`src/rtl/axi2apb_pkg.sv`:
```
// Shared types and constants for the AXI4-Lite-to-APB request controller.
// Holds the controller FSM encoding, AXI response codes and the APB master state codes.
package axi2apb_pkg;

    typedef enum logic [2:0] {
        ST_IDLE,
        ST_WR_XFER,
        ST_RD_XFER,
        ST_WR_RESP,
        ST_RD_RESP
    } state_t;

    localparam logic [1:0] RESP_OKAY   = 2'b00;
    localparam logic [1:0] RESP_SLVERR = 2'b10;

    localparam logic [1:0] APB_ST_IDLE   = 2'd0;
    localparam logic [1:0] APB_ST_SETUP  = 2'd1;
    localparam logic [1:0] APB_ST_ACCESS = 2'd2;

    // The APB transfer completes in the Access cycle where the slave is ready.
    function automatic logic apb_done(input logic [1:0] m_state, input logic pready);
        return (m_state == APB_ST_ACCESS) && pready;
    endfunction

endpackage

```
`src/rtl/axi2apb_hold1.sv`:
```
// One-deep valid/ready holding register used for the AW, W and AR channels.
// The slot stays full until the controller grants the transfer that uses it.
module axi2apb_hold1 #(
    parameter int W = 32
) (
    input  logic         i_clk,
    input  logic         i_rst_n,
    input  logic         i_en,
    input  logic [W-1:0] i_data,
    input  logic         i_valid,
    output logic         o_ready,
    input  logic         i_clr,
    output logic         o_full,
    output logic [W-1:0] o_data
);

    logic         r_full;
    logic [W-1:0] r_data;
    logic         w_load;

    // Ready is held low until the first clock after reset so every output reads 0 in reset.
    assign o_ready = ~r_full & i_en;
    assign w_load  = i_valid & o_ready;
    assign o_full  = r_full;
    assign o_data  = r_data;

    always_ff @(posedge i_clk or negedge i_rst_n) begin
        if (!i_rst_n) begin
            r_full <= 1'b0;
        end else if (i_clr) begin
            r_full <= 1'b0;
        end else if (w_load) begin
            r_full <= 1'b1;
        end
    end

    always_ff @(posedge i_clk) begin
        if (w_load) begin
            r_data <= i_data;
        end
    end

endmodule

```
`src/rtl/axi4lite_apb_req_ctrl.sv`:
```
// AXI4-Lite slave front-end of the AXI4-Lite-to-APB bridge: one outstanding APB transfer at a time.
// Optional AXI2APB_SLVERR_EN: report PSLVERR and partial-strobe writes as SLVERR responses.
module axi4lite_apb_req_ctrl
    import axi2apb_pkg::*;
#(
    parameter int ADDR_W = 32,
    parameter int DATA_W = 32
) (
    input  logic                PCLK,
    input  logic                PRESETn,
    input  logic [ADDR_W-1:0]   AWADDR,
    input  logic                AWVALID,
    output logic                AWREADY,
    input  logic [DATA_W-1:0]   WDATA,
    input  logic [DATA_W/8-1:0] WSTRB,
    input  logic                WVALID,
    output logic                WREADY,
    output logic [1:0]          BRESP,
    output logic                BVALID,
    input  logic                BREADY,
    input  logic [ADDR_W-1:0]   ARADDR,
    input  logic                ARVALID,
    output logic                ARREADY,
    output logic [DATA_W-1:0]   RDATA,
    output logic [1:0]          RRESP,
    output logic                RVALID,
    input  logic                RREADY,
    output logic                STREQ,
    output logic                SWRT,
    output logic                SSEL,
    output logic [ADDR_W-1:0]   SADDR,
    output logic [DATA_W-1:0]   SWDATA,
    input  logic [DATA_W-1:0]   SRDATA,
    input  logic                PREADY,
    input  logic                PSLVERR,
    input  logic [1:0]          M_STATE
);

    localparam int STRB_W = DATA_W / 8;

    state_t                     r_state;
    logic                       r_last_rd;
    logic                       r_en;
    logic [ADDR_W-1:0]          r_saddr;
    logic [DATA_W-1:0]          r_swdata;
    logic [DATA_W-1:0]          r_rdata;
    logic [1:0]                 r_bresp;
    logic [1:0]                 r_rresp;

    logic                       w_aw_full;
    logic [ADDR_W-1:0]          w_aw_data;
    logic                       w_w_full;
    logic [DATA_W+STRB_W-1:0]   w_w_data;
    logic                       w_ar_full;
    logic [ADDR_W-1:0]          w_ar_data;
    logic                       w_wr_ok;
    logic                       w_rd_ok;
    logic                       w_grant_wr;
    logic                       w_grant_rd;
    logic                       w_xfer;
    logic                       w_done;
    logic                       w_strb_err;
    logic [1:0]                 w_apb_resp;

    axi2apb_hold1 #(.W(ADDR_W)) u_aw (
        .i_clk(PCLK), .i_rst_n(PRESETn), .i_en(r_en),
        .i_data(AWADDR), .i_valid(AWVALID), .o_ready(AWREADY),
        .i_clr(w_grant_wr), .o_full(w_aw_full), .o_data(w_aw_data)
    );

    axi2apb_hold1 #(.W(DATA_W + STRB_W)) u_w (
        .i_clk(PCLK), .i_rst_n(PRESETn), .i_en(r_en),
        .i_data({WDATA, WSTRB}), .i_valid(WVALID), .o_ready(WREADY),
        .i_clr(w_grant_wr), .o_full(w_w_full), .o_data(w_w_data)
    );

    axi2apb_hold1 #(.W(ADDR_W)) u_ar (
        .i_clk(PCLK), .i_rst_n(PRESETn), .i_en(r_en),
        .i_data(ARADDR), .i_valid(ARVALID), .o_ready(ARREADY),
        .i_clr(w_grant_rd), .o_full(w_ar_full), .o_data(w_ar_data)
    );

    // On a tie the channel not served last wins, so reads and writes alternate under load.
    assign w_wr_ok    = w_aw_full & w_w_full;
    assign w_rd_ok    = w_ar_full;
    assign w_grant_wr = (r_state == ST_IDLE) & w_wr_ok & (~w_rd_ok | r_last_rd);
    assign w_grant_rd = (r_state == ST_IDLE) & w_rd_ok & ~w_grant_wr;

    assign w_xfer = (r_state == ST_WR_XFER) || (r_state == ST_RD_XFER);
    assign w_done = apb_done(M_STATE, PREADY);

`ifdef AXI2APB_SLVERR_EN
    assign w_strb_err = (w_w_data[STRB_W-1:0] != {STRB_W{1'b1}});
    assign w_apb_resp = PSLVERR ? RESP_SLVERR : RESP_OKAY;
`else
    logic w_unused;
    assign w_unused   = ^{w_w_data[STRB_W-1:0], PSLVERR};
    assign w_strb_err = 1'b0;
    assign w_apb_resp = RESP_OKAY;
`endif

    // STREQ falls in the completion cycle so the APB master goes straight back to Idle.
    assign STREQ  = w_xfer & ~w_done;
    assign SSEL   = w_xfer;
    assign SWRT   = (r_state == ST_WR_XFER);
    assign SADDR  = r_saddr;
    assign SWDATA = r_swdata;
    assign BVALID = (r_state == ST_WR_RESP);
    assign BRESP  = r_bresp;
    assign RVALID = (r_state == ST_RD_RESP);
    assign RDATA  = r_rdata;
    assign RRESP  = r_rresp;

    always_ff @(posedge PCLK or negedge PRESETn) begin
        if (!PRESETn) begin
            r_state   <= ST_IDLE;
            r_last_rd <= 1'b1;
            r_en      <= 1'b0;
            r_saddr   <= '0;
            r_swdata  <= '0;
            r_rdata   <= '0;
            r_bresp   <= RESP_OKAY;
            r_rresp   <= RESP_OKAY;
        end else begin
            r_en <= 1'b1;
            case (r_state)
                ST_IDLE: begin
                    if (w_grant_wr) begin
                        r_saddr   <= w_aw_data;
                        r_swdata  <= w_w_data[STRB_W +: DATA_W];
                        r_last_rd <= 1'b0;
                        // A partial-strobe write is refused without touching the APB bus.
                        if (w_strb_err) begin
                            r_bresp <= RESP_SLVERR;
                            r_state <= ST_WR_RESP;
                        end else begin
                            r_state <= ST_WR_XFER;
                        end
                    end else if (w_grant_rd) begin
                        r_saddr   <= w_ar_data;
                        r_last_rd <= 1'b1;
                        r_state   <= ST_RD_XFER;
                    end
                end
                ST_WR_XFER: begin
                    if (w_done) begin
                        r_bresp <= w_apb_resp;
                        r_state <= ST_WR_RESP;
                    end
                end
                ST_RD_XFER: begin
                    if (w_done) begin
                        r_rdata <= SRDATA;
                        r_rresp <= w_apb_resp;
                        r_state <= ST_RD_RESP;
                    end
                end
                ST_WR_RESP: begin
                    if (BREADY) begin
                        r_state <= ST_IDLE;
                    end
                end
                ST_RD_RESP: begin
                    if (RREADY) begin
                        r_state <= ST_IDLE;
                    end
                end
                default: r_state <= ST_IDLE;
            endcase
        end
    end

endmodule

```
`config.mk`:
```
export PLATFORM = sky130hd
export DESIGN_NAME = axi4lite_apb_req_ctrl
export DESIGN_NICKNAME = d
export VERILOG_FILES = /design/src/rtl/axi2apb_pkg.sv /design/src/rtl/axi2apb_hold1.sv /design/src/rtl/axi4lite_apb_req_ctrl.sv
export SDC_FILE = /design/constraint.sdc
export NUM_CORES = 1
export LEC_CHECK = 0
export BUFFER_PORTS_ARGS = -buffer_cell sky130_fd_sc_hd__buf_2
export CAP_MARGIN = 20
export CORE_ASPECT_RATIO = 1.2
export CORE_MARGIN = 2
export CORE_UTILIZATION = 45
export DETAILED_ROUTE_END_ITERATION = 8
export PLACE_DENSITY = 0.75
export SKIP_LAST_GASP = 1
export SLEW_MARGIN = 5
export SYNTH_ARGS = -nofsm -noshare
export SYNTH_HDL_FRONTEND = slang
export SYNTH_SLANG_ARGS = --single-unit
```
`constraint.sdc`:
```
create_clock -name PCLK -period 1.7 [get_ports PCLK]
set_input_delay 0.085 -clock PCLK [delete_from_list [all_inputs] [get_ports PCLK]]
set_output_delay 0.085 -clock PCLK [all_outputs]
set_load 0.01 [all_outputs]
```
-- Yosys cells after proc, flatten, opt, wreduce, memory -nomap -nowiden
Cells that the tools add are included.
- register bits: 204
- output and inout port bits: 108
- word-level logic and storage cells: 68
- input bits: 143
- reductions and logical operators: 11
- eq/ne operators: 10
- bitwise gates (word level): 18
- multiplexer cells: 17
- operators by type and width (cell ; number):
    32-bit two-way mux ; 2
    3-bit two-way mux ; 6
    3-bit one-hot mux with 5 select lines ; 1
    1-bit AND ; 12
    1-bit two-way mux ; 8
    2-bit nonzero test ; 4
    3-bit by 2-bit == test with 1-bit output (second input constant) ; 2
    2-bit by 1-bit inequality test with 1-bit output (second input constant) ; 3
    2-bit AND reduction ; 3
    1-bit NOT ; 5
    5-bit AND reduction ; 1
    3-bit by 1-bit == test with 1-bit output (second input constant) ; 1
    3-bit == test (second input constant) ; 1
    3-bit logical NOT ; 1
    3-bit by 2-bit inequality test with 1-bit output (second input constant) ; 1
    2-bit == test (second input constant) ; 1
    2-bit inequality test (second input constant) ; 1
    1-bit logical AND ; 1
    1-bit logical OR ; 1
    1-bit bitwise OR ; 1

-- Longest topological paths before layout
- word-level depth: 8
- gate-level depth with buffers: 6
- mapped depth without buffers: 3

-- Hierarchy
A second synthesis with hierarchy kept.
- cell total of the unflattened synthesis: 433
- area total of the unflattened synthesis: 7382.1 um^2
- by module, submodules not included (module ; times used ; sequential area each (um^2) ; cells each ; area each (um^2)):
    axi4lite_apb_req_ctrl ; 1 ; 2528.7 ; 318 ; 4217.8
    axi2apb_hold1 at u_ar ... ; 2 ; 985.9 ; 37 ; 1014.7
    axi2apb_hold1 at u_w ; 1 ; 1106.1 ; 41 ; 1134.8

-- Worst setup path before layout
OpenSTA, ideal clock, no wires.
- path kind: reg-to-reg
- from: register u_ar.r_full, in the netlist u_ar.o_full
- to: register u_ar.r_data[0], in the netlist u_ar.o_data[0], enable pin
- buffers on the path: 0
- slack: -190 ps
- period minus slack after synthesis: 1890 ps
- cell stages (with the launch flop): 3
- library setup time: 393 ps
- arrival: 1497 ps
- required time: 1307 ps
- cell sequence: dfrtp_1 > nor2b_1 > and2_1
- cells in the longest elaborated chain, start to end: 3
- ends and longest elaborated chain (element ; RTL line ; RTL):
    from (decl) ; axi2apb_hold1.sv:17 ; logic r_full;
    from (signal assigned) ; axi2apb_hold1.sv:29 ; r_full <= 1'b0;
    from (signal assigned) ; axi2apb_hold1.sv:31 ; r_full <= 1'b0;
    from (signal assigned) ; axi2apb_hold1.sv:33 ; r_full <= 1'b1;
    1-bit NOT ; axi2apb_hold1.sv:22 ; assign o_ready = ~r_full & i_en;
    1-bit AND ; axi2apb_hold1.sv:22 ;
    net ARREADY ; axi4lite_apb_req_ctrl.sv:23 ; output logic ARREADY,
    1-bit AND ; axi2apb_hold1.sv:23 ; assign w_load = i_valid & o_ready;
    net u_ar.w_load ; axi2apb_hold1.sv:19 ; logic w_load;
    to (signal assigned) ; axi2apb_hold1.sv:39 ; r_data <= i_data;
    to (decl) ; axi2apb_hold1.sv:18 ; logic [W-1:0] r_data;
The timed path passes the listed nets, and every way through them passes these cells.
A chain may end at the register's enable or synchronous reset.

-- Final worst setup path
- from: register r_state[2]
- to: register r_rdata[3], in the netlist RDATA[3]
- cells in the longest elaborated chain, start to end: 2
- ends and longest elaborated chain (element ; RTL line ; RTL):
    from (decl) ; axi4lite_apb_req_ctrl.sv:41 ; state_t r_state;
    from (signal assigned) ; axi4lite_apb_req_ctrl.sv:116 ; r_state <= ST_IDLE;
    from (signal assigned) ; axi4lite_apb_req_ctrl.sv:135 ; r_state <= ST_WR_RESP;
    from (signal assigned) ; axi4lite_apb_req_ctrl.sv:137 ; r_state <= ST_WR_XFER;
    3-bit by 2-bit == test with 1-bit output ; axi4lite_apb_req_ctrl.sv:126 ; case (r_state)
    2-bit AND reduction (no source line) ; n/a ;
    to (signal assigned) ; axi4lite_apb_req_ctrl.sv:121 ; r_rdata <= '0;
    to (signal assigned) ; axi4lite_apb_req_ctrl.sv:153 ; r_rdata <= SRDATA;
    to (decl) ; axi4lite_apb_req_ctrl.sv:46 ; logic [DATA_W-1:0] r_rdata;
No other way between the ends.

==> run_results.csv <==
group,metric,value,unit
detailed_routing,drc_errors,0,
detailed_routing,antenna_violating_nets_post_route,0,
floorplanning,io_pins,251,
placement,portBuffers,241,
sta,tightestPinTransition,651.0,ps
worst_setup_path,cp.required,2000,ps
grt,grt-ovfl-total,0,
sta,max_slew_violations,0,
worst_setup_path,critical_path.endpoint_type,"flop",
placement,postPlaceCellArea,9009,um2
placement,post_dp_hpwl,11.49,mm
yosys,avgSynthCellArea,15.81,um2
clock_tree,root_buffer,"clkbuf_16",
sta,timing.final.crit_share,0.9967,
finish,area_growth,46.97,%
power,combPwrFrac,0.352,
power,power.clock.fraction,0.216,
power,netSwitchingPower,0.005675,W
clock_tree,clock_network_latency_to_the_later_pin_of_the_worst_skew_pair,430,ps
finish,final_layout_size_suffix_gt1_frac,0.3890,
finish,antennaDiodeCount,0,
sta,hold_slack,187.2,ps
yosys,synth_area,7493,um2
power,power_density,1536,nW/um2
clock_tree,clk_pin_slew_worst_paths,70,ps
detailed_routing,initialDrtViolationCount,275,
clock_tree,count_of_clock_tree_sinks,200,
sta,setup_skew_after_layout,10.47,ps
sta,hold_viol,0,
finish,layout.nets,999,
detailed_routing,dr_total_vias,5489,
sta,max_slew_margin,0.5651,
power,p_sw_frac,0.3355,
grt,antenna_found_initial,0,
worst_setup_path,worstPathMaxFanout,16,
detailed_routing,detail_route.wirelength,19.46,mm
outcome,status,"complete, no violations",
yosys,yosys_register_bits,200,
floorplanning,design.core.area,16270,um2
power,power.sequential.fraction,0.432,
grt,pin_count_of_the_biggest_net_entering_global_routing,105,
grt,number_of_global_route_vias_before_repair,5858,
sta,totalNegativeSetupSlack,0,ps
floorplanning,floorplan.die_area,17700,um2
clock_tree,cts_buffer_depth,2,
placement,globalplace.congestion,0.7550,
sta,period_needed,1694,ps
yosys,yosysUniqueCellTypes,31,
clock_tree,cts.htree.levels,4,
power,ir_worst_vdd,0.0007927,V
floorplanning,placementRows,51,
sta,fin_ws,5.689,ps
clock_tree,cts_made_buffers,17,
yosys,post_synth_inst_count,474,
finish,postLayoutCellArea,11010,um2
grt,track_usage,0.2201,
sta,max_freq,590.2,MHz
job,max_cap_viol_count,0,
worst_setup_path,path_class,"reg -> reg",
worst_setup_path,timing.critical_path.arrival,2000,ps
hold_path,hp-class,"in -> reg",
worst_setup_path,worstSetupStartpointType,"flop",
detailed_routing,length_of_the_first_detailed_routing_pass_in_iterations,5,
detailed_routing,route.detailed.vias_per_inst,5.078,
sta,rsz_0062_raised_after_global_routing,"yes",
floorplanning,start_util,0.4605,
detailed_routing,mean_routed_wirelength_per_cell,18.00,um
yosys,ys_seq_area_frac,0.7322,
yosys,synth-warning-count,0,
power,internal-power,0.01124,W
sta,setup_violations,0,
grt,grt_pass1_wl,29.79,mm
floorplanning,die_x,121.8,um
clock_tree,cts_tree,"built",
power,cellLeakagePower,4.871,nW
floorplanning,die_height,145.4,um
placement,dp_worst_setup_slack,-143.9,ps
==> power groups by stage <==
stage                     Clock, W  Sequential (W)  Combinational, W
after floorplan                  0         0.00778           0.00272
final                      0.00366         0.00730           0.00595
after global placement           0         0.00729           0.00534
after detailed placement         0         0.00736           0.00557
after global routing       0.00397         0.00746           0.00649
after CTS                  0.00374         0.00729           0.00582
==> worst paths after layout <==
kind | endpoint | cells past startpoint | slack, ps | from
setup / recovery | RDATA[3]$_DFFE_PN0P_ | 3 | 6 | r_state[2]$_DFFE_PN0P_
max in group asynchronous | r_state[0]$_DFFE_PN0P_ | 3 | 1000 | PRESETn
setup reg to reg | RDATA[3]$_DFFE_PN0P_ | 3 | 6 | r_state[2]$_DFFE_PN0P_
min in group asynchronous | SWDATA[19]$_DFFE_PN0P_ | 3 | 250 | PRESETn
hold / removal | r_state[1]$_DFFE_PN0P_ | 4 | 190 | PREADY
hold reg to reg | SWDATA[4]$_DFFE_PN0P_ | 1 | 460 | u_w.o_data[8]$_DFFE_PP_
==> layer usage <==
layer	GRT usage	vias to the layer above	routed length, um
met5	0	-	0
met4	0.07816	0	438
met3	0.04976	41	1457
met2	0.4028	270	10280
met1	0.2483	2665	7281
li1	-	2513	-
==> worst max-delay path: stages, from the launching register on <==
cell and delay [ps]:
dfrtp_2 430, or4b_4 600, clkbuf_16 240, mux2_4 310
==> repair_timing <==
action,4_1_cts,5_1_grt
pin swaps,1,3
hold buffers,133,0
setup endpoints to repair,35,55
hold endpoints to repair,236,0
cloned,0,2
setup buffers,0,3
resized for setup,3,12
==> synth_stat cells <==
| library cell | n | area (um2) |
|---|---|---|
| a31oi_1 | 32 | 200.2 |
| or4b_4 | 1 | 13.76 |
| inv_1 | 2 | 7.510 |
| buf_2 | 3 | 15.01 |
| o21ai_1 | 1 | 5.000 |
| dfstp_2 | 1 | 26.28 |
| nor3_2 | 1 | 10.01 |
| a21oi_1 | 37 | 185.2 |
| and3_1 | 1 | 6.260 |
| a21o_1 | 2 | 15.01 |
| conb_1 | 2 | 7.510 |
| or3_1 | 1 | 6.260 |
| clkbuf_1 | 22 | 82.58 |
| and2_1 | 5 | 31.28 |
| nor2_1 | 5 | 18.77 |
| mux2_2 | 1 | 11.26 |
| mux2_1 | 35 | 394.1 |
| dfrtp_1 | 103 | 2577 |
| edfxtp_1 | 96 | 2883 |
| mux2_4 | 29 | 435.4 |
| o21ai_0 | 33 | 165.2 |
| nand3_1 | 32 | 160.2 |
| nor2b_1 | 4 | 25.02 |
| buf_4 | 5 | 37.54 |
| nand3b_4 | 1 | 20.02 |
| and2_0 | 1 | 6.260 |
| o221ai_1 | 1 | 8.760 |
| nand2_1 | 4 | 15.01 |
| and3b_1 | 1 | 8.760 |
| nand2b_1 | 4 | 25.02 |
| buf_6 | 8 | 90.09 |
==> layout make-up <==
class	instances	area [um2]
Sequential cell	200	5490
Fill cell	1102	5259
Timing Repair Buffer	398	2893
Multi-Input combinational cell	237	1829
Clock buffer	21	450.4
Tap cell	212	265.3
Clock inverter	11	77.57
Inverter	2	7.507
==> cells in the final DEF, fill, tap and decap left out, types with 2 or more instances in the layout <==
| cell type | n |
|---|---|
| dfrtp_1 | 100 |
| dlygate4sd3_1 | 133 |
| buf_4 | 12 |
| buf_2 | 239 |
| dfrtp_2 | 3 |
| clkbuf_1 | 3 |
| buf_12 | 8 |
| buf_6 | 2 |
| conb_1 | 5 |
| a21o_1 | 2 |
| mux2_4 | 29 |
| clkinv_2 | 4 |
| nor2b_1 | 3 |
| edfxtp_1 | 96 |
| nor2_1 | 5 |
| nand2_1 | 4 |
| and2_1 | 2 |
| nand3_1 | 32 |
| and2_2 | 3 |
| mux2_1 | 35 |
| clkbuf_16 | 19 |
| clkinv_4 | 3 |
| nand2b_1 | 3 |
| a21oi_1 | 36 |
| a31oi_1 | 32 |
| inv_1 | 2 |
| o21ai_0 | 33 |
==> registers in the layout, indices dropped and copies added, names as in the netlist <==
signal       cells
u_ar.o_data     32
u_ar.o_full      1
u_w.o_full       1
u_aw.o_full      1
r_last_rd        1
u_w.o_data      32
r_en             1
r_state          3
u_aw.o_data     32
RDATA           32
SWDATA          32
SADDR           32
==> through the flow <==
| step | power [W] | std cells | util |
|---|---|---|---|
| after floorplan | 0.01049 | 477 | - |
| after global placement | 0.01263 | 911 | 0.5536 |
| after detailed placement | 0.01293 | 911 | 0.5536 |
| after CTS | 0.01685 | 1076 | 0.6685 |
| after global routing | 0.01791 | 1081 | 0.6768 |
| final | 0.01692 | 1081 | 0.6768 |
==> logic make-up after synthesis <==
family,count (synthesis),share of synthesized area
simple gates,61,0.04625
mux,65,0.1122
compound gates,106,0.07731
other cells,2,0.001002
flops,200,0.7322
buf+inv,40,0.03106
(Power assumes the default switching activity.)
